--- src/rtl/clock_pkg.sv ---
// Shared types and limits for the clock block and its programmatic setter.
package clock_pkg;
  localparam int HOUR_W = 5;
  localparam int MIN_W  = 6;
  localparam int SEC_W  = 6;

  localparam logic [HOUR_W-1:0] HOURS = HOUR_W'(24);
  localparam logic [MIN_W-1:0]  MINS  = MIN_W'(60);
  localparam logic [SEC_W-1:0]  SECS  = SEC_W'(60);

  typedef enum logic [1:0] {MODE_RUN, MODE_SEC, MODE_MIN, MODE_HOUR} clk_mode_e;
  typedef enum logic [1:0] {BTN_SET_TIME, BTN_SEC, BTN_MIN, BTN_HOUR} btn_e;
  typedef enum logic [1:0] {ST_IDLE, ST_SET, ST_RETURN} setter_state_e;

  function automatic clk_mode_e next_mode(input clk_mode_e m);
    case (m)
      MODE_RUN:  next_mode = MODE_SEC;
      MODE_SEC:  next_mode = MODE_MIN;
      MODE_MIN:  next_mode = MODE_HOUR;
      default:   next_mode = MODE_RUN;
    endcase
  endfunction

  function automatic btn_e field_btn(input clk_mode_e m);
    case (m)
      MODE_SEC:  field_btn = BTN_SEC;
      MODE_MIN:  field_btn = BTN_MIN;
      MODE_HOUR: field_btn = BTN_HOUR;
      default:   field_btn = BTN_SET_TIME;
    endcase
  endfunction
endpackage

--- src/rtl/clock_setter_if.sv ---
// Host handshake plus clock button/feedback bundle for clock_setter.
interface clock_setter_if;
  import clock_pkg::*;

  logic              start;
  logic [HOUR_W-1:0] tgt_hour;
  logic [MIN_W-1:0]  tgt_minute;
  logic [SEC_W-1:0]  tgt_second;
  logic [HOUR_W-1:0] cur_hour;
  logic [MIN_W-1:0]  cur_minute;
  logic [SEC_W-1:0]  cur_second;
  logic              set_time;
  logic              secondSet;
  logic              minuteSet;
  logic              hourSet;
  logic              busy;
  logic              done;
  logic              err;

  modport master (
    output start, tgt_hour, tgt_minute, tgt_second, cur_hour, cur_minute, cur_second,
    input  set_time, secondSet, minuteSet, hourSet, busy, done, err
  );

  modport slave (
    input  start, tgt_hour, tgt_minute, tgt_second, cur_hour, cur_minute, cur_second,
    output set_time, secondSet, minuteSet, hourSet, busy, done, err
  );
endinterface

--- src/rtl/clock_setter_button_pulser.sv ---
// One-cycle pulse generator; ready returns after a gap-only or gap+settle wait.
module button_pulser #(
  parameter int PULSE_GAP = 1,
  parameter int SETTLE    = 2
) (
  input  logic clk,
  input  logic reset,
  input  logic req_i,
  input  logic short_i,
  output logic pulse_o,
  output logic ready_o
);
  localparam int LONG_LEN = PULSE_GAP + SETTLE;
  localparam int CNT_W    = $clog2(LONG_LEN + 2);

  logic             pulse_q;
  logic             busy_q;
  logic [CNT_W-1:0] cnt_q;

  // cnt_q holds the remaining wait cycles; ready follows the cycle it hits zero
  always_ff @(posedge clk or posedge reset) begin
    if (reset) begin
      pulse_q <= 1'b0;
      busy_q  <= 1'b0;
      cnt_q   <= '0;
    end else if (!busy_q) begin
      if (req_i) begin
        pulse_q <= 1'b1;
        busy_q  <= 1'b1;
        cnt_q   <= short_i ? CNT_W'(PULSE_GAP) : CNT_W'(LONG_LEN);
      end
    end else begin
      pulse_q <= 1'b0;
      if (cnt_q == '0) busy_q <= 1'b0;
      else             cnt_q  <= cnt_q - 1'b1;
    end
  end

  assign pulse_o = pulse_q;
  assign ready_o = !busy_q;
endmodule

--- src/rtl/clock_setter.sv ---
// Drives the clock's set buttons until its feedback matches a requested time.
module clock_setter
  import clock_pkg::*;
#(
  parameter int PULSE_GAP = 1,
  parameter int SETTLE    = 2,
  parameter int MAX_STEPS = 63
) (
  input  logic          clk,
  input  logic          reset,
  clock_setter_if.slave bus
);
  localparam int STEP_W = $clog2(MAX_STEPS + 1);

  setter_state_e     state_q;
  clk_mode_e         mode_q;
  btn_e              sel_q;
  logic [STEP_W-1:0] step_q;
  logic [HOUR_W-1:0] tgt_hour_q;
  logic [MIN_W-1:0]  tgt_minute_q;
  logic [SEC_W-1:0]  tgt_second_q;
  logic              busy_q, done_q, err_q, aborting_q;

  logic pulse, ready, req, req_short;
  btn_e req_btn;
  logic tgt_valid, field_match, budget_out, accept, cmp_now, ret_now, ret_end;

  button_pulser #(.PULSE_GAP(PULSE_GAP), .SETTLE(SETTLE)) u_pulser (
    .clk     (clk),
    .reset   (reset),
    .req_i   (req),
    .short_i (req_short),
    .pulse_o (pulse),
    .ready_o (ready)
  );

  // mode_q tracks the clock's mode; both normal completion and abort unwind via ST_RETURN
  always_comb begin
    tgt_valid = (bus.tgt_hour < HOURS) && (bus.tgt_minute < MINS) && (bus.tgt_second < SECS);
    field_match = 1'b0;
    case (mode_q)
      MODE_SEC:  field_match = (bus.cur_second == tgt_second_q);
      MODE_MIN:  field_match = (bus.cur_minute == tgt_minute_q);
      MODE_HOUR: field_match = (bus.cur_hour   == tgt_hour_q);
      default:   field_match = 1'b0;
    endcase
    budget_out = (step_q == STEP_W'(MAX_STEPS));
    accept     = (state_q == ST_IDLE) && bus.start && tgt_valid;
    cmp_now    = (state_q == ST_SET) && ready;
    ret_now    = (state_q == ST_RETURN) && ready;
    ret_end    = ret_now && (mode_q == MODE_RUN);
    req        = accept || cmp_now || (ret_now && !ret_end);
    req_short  = ret_now || (cmp_now && (field_match ? (mode_q == MODE_HOUR) : budget_out));
    req_btn    = (cmp_now && !field_match && !budget_out) ? field_btn(mode_q) : BTN_SET_TIME;
  end

  always_ff @(posedge clk or posedge reset) begin
    if (reset) begin
      state_q      <= ST_IDLE;
      mode_q       <= MODE_RUN;
      sel_q        <= BTN_SET_TIME;
      step_q       <= '0;
      tgt_hour_q   <= '0;
      tgt_minute_q <= '0;
      tgt_second_q <= '0;
      busy_q       <= 1'b0;
      done_q       <= 1'b0;
      err_q        <= 1'b0;
      aborting_q   <= 1'b0;
    end else begin
      done_q <= 1'b0;
      err_q  <= 1'b0;
      if (req) sel_q <= req_btn;
      case (state_q)
        ST_IDLE: begin
          if (bus.start) begin
            if (!tgt_valid) begin
              err_q <= 1'b1;
            end else begin
              tgt_hour_q   <= bus.tgt_hour;
              tgt_minute_q <= bus.tgt_minute;
              tgt_second_q <= bus.tgt_second;
              busy_q       <= 1'b1;
              mode_q       <= MODE_SEC;
              step_q       <= '0;
              aborting_q   <= 1'b0;
              state_q      <= ST_SET;
            end
          end
        end
        ST_SET: begin
          if (ready) begin
            if (field_match || budget_out) begin
              mode_q <= next_mode(mode_q);
              step_q <= '0;
              if (!field_match || (mode_q == MODE_HOUR)) begin
                aborting_q <= !field_match;
                state_q    <= ST_RETURN;
              end
            end else begin
              step_q <= step_q + 1'b1;
            end
          end
        end
        ST_RETURN: begin
          if (ready) begin
            if (mode_q == MODE_RUN) begin
              busy_q  <= 1'b0;
              state_q <= ST_IDLE;
              if (aborting_q) err_q  <= 1'b1;
              else            done_q <= 1'b1;
            end else begin
              mode_q <= next_mode(mode_q);
            end
          end
        end
        default: state_q <= ST_IDLE;
      endcase
    end
  end

  assign bus.set_time  = pulse && (sel_q == BTN_SET_TIME);
  assign bus.secondSet = pulse && (sel_q == BTN_SEC);
  assign bus.minuteSet = pulse && (sel_q == BTN_MIN);
  assign bus.hourSet   = pulse && (sel_q == BTN_HOUR);
  assign bus.busy      = busy_q;
  assign bus.done      = done_q;
  assign bus.err       = err_q;
endmodule
--- src/flat_wrapper.sv ---
// flat-port wrapper written by rule: the top's interface ports become plain ports
module clock_setter_flat import clock_pkg::*;
#(
  parameter int PULSE_GAP = 1,
  parameter int SETTLE    = 2,
  parameter int MAX_STEPS = 63
)
  (clk, reset, bus_start, bus_tgt_hour, bus_tgt_minute, bus_tgt_second, bus_cur_hour, bus_cur_minute, bus_cur_second, bus_set_time, bus_secondSet, bus_minuteSet, bus_hourSet, bus_busy, bus_done, bus_err);
  clock_setter_if bus_i ();
  input  logic clk;
  input  logic reset;
  input wire logic [$bits(bus_i.start)-1:0] bus_start;
  input wire logic [$bits(bus_i.tgt_hour)-1:0] bus_tgt_hour;
  input wire logic [$bits(bus_i.tgt_minute)-1:0] bus_tgt_minute;
  input wire logic [$bits(bus_i.tgt_second)-1:0] bus_tgt_second;
  input wire logic [$bits(bus_i.cur_hour)-1:0] bus_cur_hour;
  input wire logic [$bits(bus_i.cur_minute)-1:0] bus_cur_minute;
  input wire logic [$bits(bus_i.cur_second)-1:0] bus_cur_second;
  output wire logic [$bits(bus_i.set_time)-1:0] bus_set_time;
  output wire logic [$bits(bus_i.secondSet)-1:0] bus_secondSet;
  output wire logic [$bits(bus_i.minuteSet)-1:0] bus_minuteSet;
  output wire logic [$bits(bus_i.hourSet)-1:0] bus_hourSet;
  output wire logic [$bits(bus_i.busy)-1:0] bus_busy;
  output wire logic [$bits(bus_i.done)-1:0] bus_done;
  output wire logic [$bits(bus_i.err)-1:0] bus_err;
  assign bus_i.start = bus_start;
  assign bus_i.tgt_hour = bus_tgt_hour;
  assign bus_i.tgt_minute = bus_tgt_minute;
  assign bus_i.tgt_second = bus_tgt_second;
  assign bus_i.cur_hour = bus_cur_hour;
  assign bus_i.cur_minute = bus_cur_minute;
  assign bus_i.cur_second = bus_cur_second;
  assign bus_set_time = bus_i.set_time;
  assign bus_secondSet = bus_i.secondSet;
  assign bus_minuteSet = bus_i.minuteSet;
  assign bus_hourSet = bus_i.hourSet;
  assign bus_busy = bus_i.busy;
  assign bus_done = bus_i.done;
  assign bus_err = bus_i.err;
  clock_setter #(.PULSE_GAP(PULSE_GAP), .SETTLE(SETTLE), .MAX_STEPS(MAX_STEPS)) u_core (.clk(clk), .reset(reset), .bus(bus_i));
endmodule
--- config.mk ---
export PLATFORM = sky130hd
export DESIGN_NAME = clock_setter_flat
export DESIGN_NICKNAME = d
export VERILOG_FILES = /design/src/rtl/clock_pkg.sv /design/src/rtl/clock_setter_if.sv /design/src/rtl/clock_setter_button_pulser.sv /design/src/rtl/clock_setter.sv /design/src/flat_wrapper.sv
export SDC_FILE = /design/constraint.sdc
export NUM_CORES = 1
export LEC_CHECK = 0
export ABC_AREA = 0
export BUFFER_PORTS_ARGS = -buffer_cell sky130_fd_sc_hd__buf_2
export CAP_MARGIN = 20
export CORE_ASPECT_RATIO = 1.25
export CORE_MARGIN = 4
export CORE_UTILIZATION = 55
export CTS_CLUSTER_SIZE = 10
export DETAILED_ROUTE_END_ITERATION = 7
export PLACE_DENSITY = 0.8
export SYNTH_ARGS = -nofsm -noshare
export SYNTH_HDL_FRONTEND = slang
export SYNTH_HIERARCHICAL = 1
export SYNTH_SLANG_ARGS = --single-unit
--- constraint.sdc ---
create_clock -name clk -period 2.58 [get_ports clk]
set_input_delay 0.129 -clock clk [delete_from_list [all_inputs] [get_ports clk]]
set_output_delay 0.129 -clock clk [all_outputs]
set_load 0.005 [all_outputs]
== After elaboration in Yosys (flattened, before gate mapping) ==
Cells that the tools add are included.
Cells by class
  $lt $le $gt $ge: 3
  equal/unequal tests: 21
  $add $sub $neg: 2
  mux-type cells: 54
  reduce and logical (&&, ||, !) cells: 39
Operators with widths (number)
  2-to-1 mux 2 bit: 13
  2-to-1 mux 1 bit: 24
  2-to-1 mux 6 bit: 4
  one-hot mux 2 bit (3 select lines): 4
  != test 2 bit (second input constant): 8
  logical AND 1 bit: 15
  AND reduction 7 bit: 2
  == test 6 bit: 2
  < comparator 6 bit (second input constant): 2
  one-hot mux 6 bit (2 select lines): 1
  == test 2 bit (second input constant): 5
  2-to-1 mux 3 bit: 3
  adder 6 x 1 -> 6 bit (second input constant): 1
  == test 2 x 1 -> 1 bit (second input constant): 3
  == test 6 bit (second input constant): 1
  logical NOT 2 bit: 3
  one-hot mux 1 bit (2 select lines): 3
  AND reduction 6 bit: 1
  nonzero test 2 bit: 3
  == test 5 bit: 1
  logical OR 1 bit: 5
  < comparator 5 bit (second input constant): 1
  AND reduction 5 bit: 1
  logical NOT 1 bit: 4
  9 further kinds: 9
Storage, ports and cells
  input bits: 37
  output and inout port bits: 7
  bits in registers: 38
  logic and storage cells: 133

== Depth between registers and ports, before layout ==
  word-level depth: 8
  depth in mapped cells: 10
  gate-level depth less buffers: 8

== Modules after synthesis ==
Netlist, hierarchy kept.
Modules (own cells, without submodules)
  clock_setter: times used 1, sequential area each 825.8 um^2, area an instance 1921.8 um^2, cells an instance 182
  button_pulser: times used 1, sequential area each 125.1 um^2, area an instance 252.7 um^2, cells an instance 23

== Worst setup path after synthesis ==
OpenSTA, ideal clock, no wires.
  path kind: reg2reg
  start: register u_core.state_q[0]
  end: register u_core.u_pulser.cnt_q[2]
  path slack: 0.615 ns
  library setup time: 0.119 ns
  data required time: 2.461 ns
  clock period less this slack: 1.965 ns
  cell stages (with the launch flop): 11
  buffers on the path: 2
  arrival time: 1.846 ns
  cell sequence: dfrtp_1 inv_1 ha_1 inv_1 or2_2 buf_2 buf_6 nand2_1 nand2b_4 and2_4 o2bb2ai_2
Between the ends
  cells in the longest elaborated chain, start to end: 8
  elaborated cells on any way between the ends: 14
  classes of those cells: eq/ne (2); reduce/logical (12)
RTL lines
  from (decl): RTL line clock_setter.sv:15  | setter_state_e state_q;
  from (signal assigned): RTL line clock_setter.sv:59  | state_q <= ST_IDLE;
  from (signal assigned): RTL line clock_setter.sv:87  | state_q <= ST_SET;
  from (signal assigned): RTL line clock_setter.sv:98  | state_q <= ST_RETURN;
  == test 2 bit: RTL line clock_setter.sv:50  | ret_now = (state_q == ST_RETURN) && ready;
  logical AND 1 bit: RTL line clock_setter.sv:50
  logical AND 1 bit: RTL line clock_setter.sv:51  | ret_end = ret_now && (mode_q == MODE_RUN);
  logical NOT 1 bit: RTL line clock_setter.sv:52  | req = accept || cmp_now || (ret_now && !ret_end);
  logical AND 1 bit: RTL line clock_setter.sv:52
  logical OR 1 bit (*): RTL line clock_setter.sv:52
  net u_core.req: RTL line clock_setter.sv:24  | logic pulse, ready, req, req_short;
  nonzero test 2 bit (no line) (*)
  AND reduction 2 bit (no line) (*)
  to (signal assigned): RTL line clock_setter_button_pulser.sv:30  | cnt_q <= short_i ? CNT_W'(PULSE_GAP) : CNT_W'(LONG_LEN);
  to (signal assigned): RTL line clock_setter_button_pulser.sv:35  | else cnt_q <= cnt_q - 1'b1;
  to (decl): RTL line clock_setter_button_pulser.sv:18  | logic [CNT_W-1:0] cnt_q;
Mark *: on every way through the listed nets, which the timed path passes. The rest lies on a longest branch.
A chain may end at the register's enable or synchronous reset.

== Worst setup path after layout ==
Same ends and word-level chain as after synthesis.

==> impl_metrics.yaml <==
status:
  outcome: "complete, no violations"
critical_path:
  r2r_slack_ps: 430
  path_common_cell: "inv_1"
  worst_path_largest_cell_delay_ps: 500
  endpoint_kind: "flip-flop"
  crit_buf_inv: 2
  path_delay_family: "simple AND/OR/NAND/NOR gates"
  slowest_stage: "or2_2"
  cp.arrival_ps: 2320
  regToRegEndpoint: "u_core/u_pulser/cnt_q[2]"
  cp_max_fo: 18
  cp-start-kind: "flip-flop"
  cp_data_required_time_ps: 2750
  r2r_cells: 8
  r2r-start: "u_core/state_q[0]"
  worstPathCellList: "inv_1, ha_1, inv_1, or2_2, nand2_1, nand2b_4, and2_4, o2bb2ai_2"
  crit_type: "flip-flop to flip-flop"
place:
  globalplace.congestion: 0.9090
  hpwl_um: 3301
  port-buffer-count: 43
  place_ws_ps: 476.9
  place_area_mm2: 0.002426
sta:
  setup_slack_ps: 425.7
  hold_violations: 0
  fin_crit_sh_pct: 83.50
  slew_headroom_pct: 57.68
  max_freq_mhz: 464.2
  slew_violations: 0
  hold_ws_ps: 71.21
  period_minus_slack_ps: 2154
  setup_tns_ps: 0
  rsz0062_at_grt: "false"
  finalClockSkew_ps: 8.906
  tightest_slew_ps: 634.1
  setup_violations: 0
routing:
  drc_errors: 0
  ant_nets: 0
  drtIter0Drc: 45
  via_per_inst: 5.469
  routed_wl_um: 4266
  vias: 1668
  detail_route.wl_per_cell_um: 13.99
  dr.pass1.iters: 4
pwr:
  p_sw_share_pct: 38.19
  p_comb_share_pct: 48.5
  p_per_area_mw_per_mm2: 1072
  power.internal_w: 0.001665
  power.switching_w: 0.001028
  irDropWorstVdd_mv: 0.5523
  power_frac_seq_pct: 37.6
  clockPowerShare_pct: 13.9
  leakage_nw: 1.216
layout:
  final_cell_mix: "buf_2, dfrtp_1, mux2_2, inv_1"
  final_common_cell: "buf_2"
  n_antenna_cell: 0
  fillCellCount: 322
  ff_latch_area_um2: 950.9
  drive_above_1_share_pct: 31.87
  syn_to_final_growth_pct: 15.54
  nets: 299
  stdcell_area_mm2: 0.002512
  multi_input_area_mm2: 0.001121
  fin_util_pct: 66.38
floorplan:
  rows: 25
  die_area_mm2: 0.005030
  die_w_um: 64.24
  ios: 44
  coreArea_mm2: 0.003785
  die_height_um: 78.30
  start_util_pct: 57.45
synthesis:
  syn-mean-instance-area_um2: 10.61
  synth.distinct_cells: 41
  yosys_warnings: 6
  ys_seq_elements: 38
  ys.flop_type: "dfrtp_1"
  synth_cells: 205
  yosys-top-cells-area: "dfrtp_1, mux2_2, ha_1"
  yosysTopAreaCell: "dfrtp_1"
  syn-cell-area_mm2: 0.002175
  synth_edf_count: 0
  yosysTopAreaCellShare_pct: 43.73
  syn_nets: 253
  synth-async-reset-ratio_pct: 100.0
  ys_seq_area_share_pct: 43.73
clock_network:
  clockBufferDepth: 2
  cts_tree: "yes"
  clk_latency_ps: 290
  cts_hold_buf: 1
  htree_num_levels: 2
  cts_buffers: 5
  cts_resized: 0
  path_clk_slew_ps: 70
  post-cts-setup-buffer-count: 0
  cts.sinks: 38
  clockRootBuffer: "clkbuf_8"
hold_path:
  hold_depth: 2
  hold_end: "u_core/tgt_second_q[0]"
  hold_class: "input port to flip-flop"
  min-delay-start: "bus_tgt_second[0]"
run:
  drv_cap: 0
global_route:
  overflow: 0
  grt_usage_pct: 19.13
  grt_pass1_wl_um: 7479
  first_global_vias: 1770
  antenna_found_initial: 0
  grt_max_degree: 19
power by group through the flow:
stage | registers, W | clock network [W] | logic (W)
after detailed placement | 0.00102 | 0 | 0.00128
after global placement | 0.00101 | 0 | 0.00124
after CTS | 0.00101 | 0.000387 | 0.00130
after floorplan | 0.000987 | 0 | 0.00105
final | 0.00101 | 0.000375 | 0.00131
after global routing | 0.00105 | 0.000416 | 0.00145
state kept, by name, summed over array words and instances (netlist names):
name and cells:
u_core/aborting_q 1, u_core/bus.busy 1, u_core/bus.done 1, u_core/bus.err 1
u_core/mode_q 2, u_core/sel_q 2, u_core/state_q 2, u_core/step_q 6
u_core/tgt_hour_q 5, u_core/tgt_minute_q 6, u_core/tgt_second_q 6, u_core/u_pulser/busy_q 1
u_core/u_pulser/cnt_q 3, u_core/u_pulser/pulse_o 1
cells in the mapped netlist (all sizes together) (2+ instances only):
| library cell | number |
|---|---|
| mux2 | 20 |
| nor2b | 4 |
| nand2b | 3 |
| nor2 | 11 |
| nor3 | 3 |
| ha | 11 |
| dfrtp | 38 |
| nand4 | 5 |
| nand3 | 10 |
| o211ai | 3 |
| xnor2 | 13 |
| buf | 3 |
| and3 | 6 |
| o21ai | 6 |
| a21oi | 5 |
| clkbuf | 3 |
| mux2i | 3 |
| a22o | 3 |
| nand2 | 13 |
| inv | 17 |
| xor2 | 4 |
| o22ai | 4 |
| o31ai | 4 |
| o221ai | 2 |
through the flow:
| step | std cells | power (W) |
|---|---|---|
| after floorplan | 205 | 0.002034 |
| after global placement | 297 | 0.002256 |
| after detailed placement | 297 | 0.002308 |
| after CTS | 305 | 0.002701 |
| after global routing | 305 | 0.002907 |
| final | 305 | 0.002693 |
layer usage:
metal	up-vias	GRT usage (%)	wire (um)
met5	-	0	0
met1	796	21.67	1730
met2	53	33.68	2191
li1	809	-	-
met4	0	8.668	81
met3	10	4.578	263
kinds of logic (layout without fill, tap and decap cells):
group,count (synthesis),count (layout),share of synthesized area [%]
mux,23,23,11.91
buf+inv,23,69,4.718
compound gates,34,34,11.85
simple gates,59,59,14.62
flops,38,38,43.73
xor+xnor,17,17,6.847
fa+ha+maj,11,11,6.329
area by class of cell:
type	instances	area share, %
Clock buffer	7	3.038
Inverter	17	2.540
Multi-Input combinational cell	144	44.62
Sequential cell	38	37.85
Tap cell	54	2.689
Timing Repair Buffer	45	9.263
how the worst max path moves through the flow:
stage / start / end / cells past startpoint
2_1_floorplan: u_core/state_q[0] / u_core/u_pulser/cnt_q[2] / 10
3_3_place_gp: u_core/state_q[1] / u_core/state_q[1] / 5
3_5_place_dp: u_core/state_q[1] / u_core/state_q[1] / 5
4_1_cts: u_core/state_q[0] / u_core/u_pulser/cnt_q[2] / 8
5_1_grt: u_core/state_q[0] / u_core/u_pulser/cnt_q[2] / 8
6_report: u_core/state_q[0] / u_core/u_pulser/cnt_q[2] / 8
(Power assumes the default switching activity.)
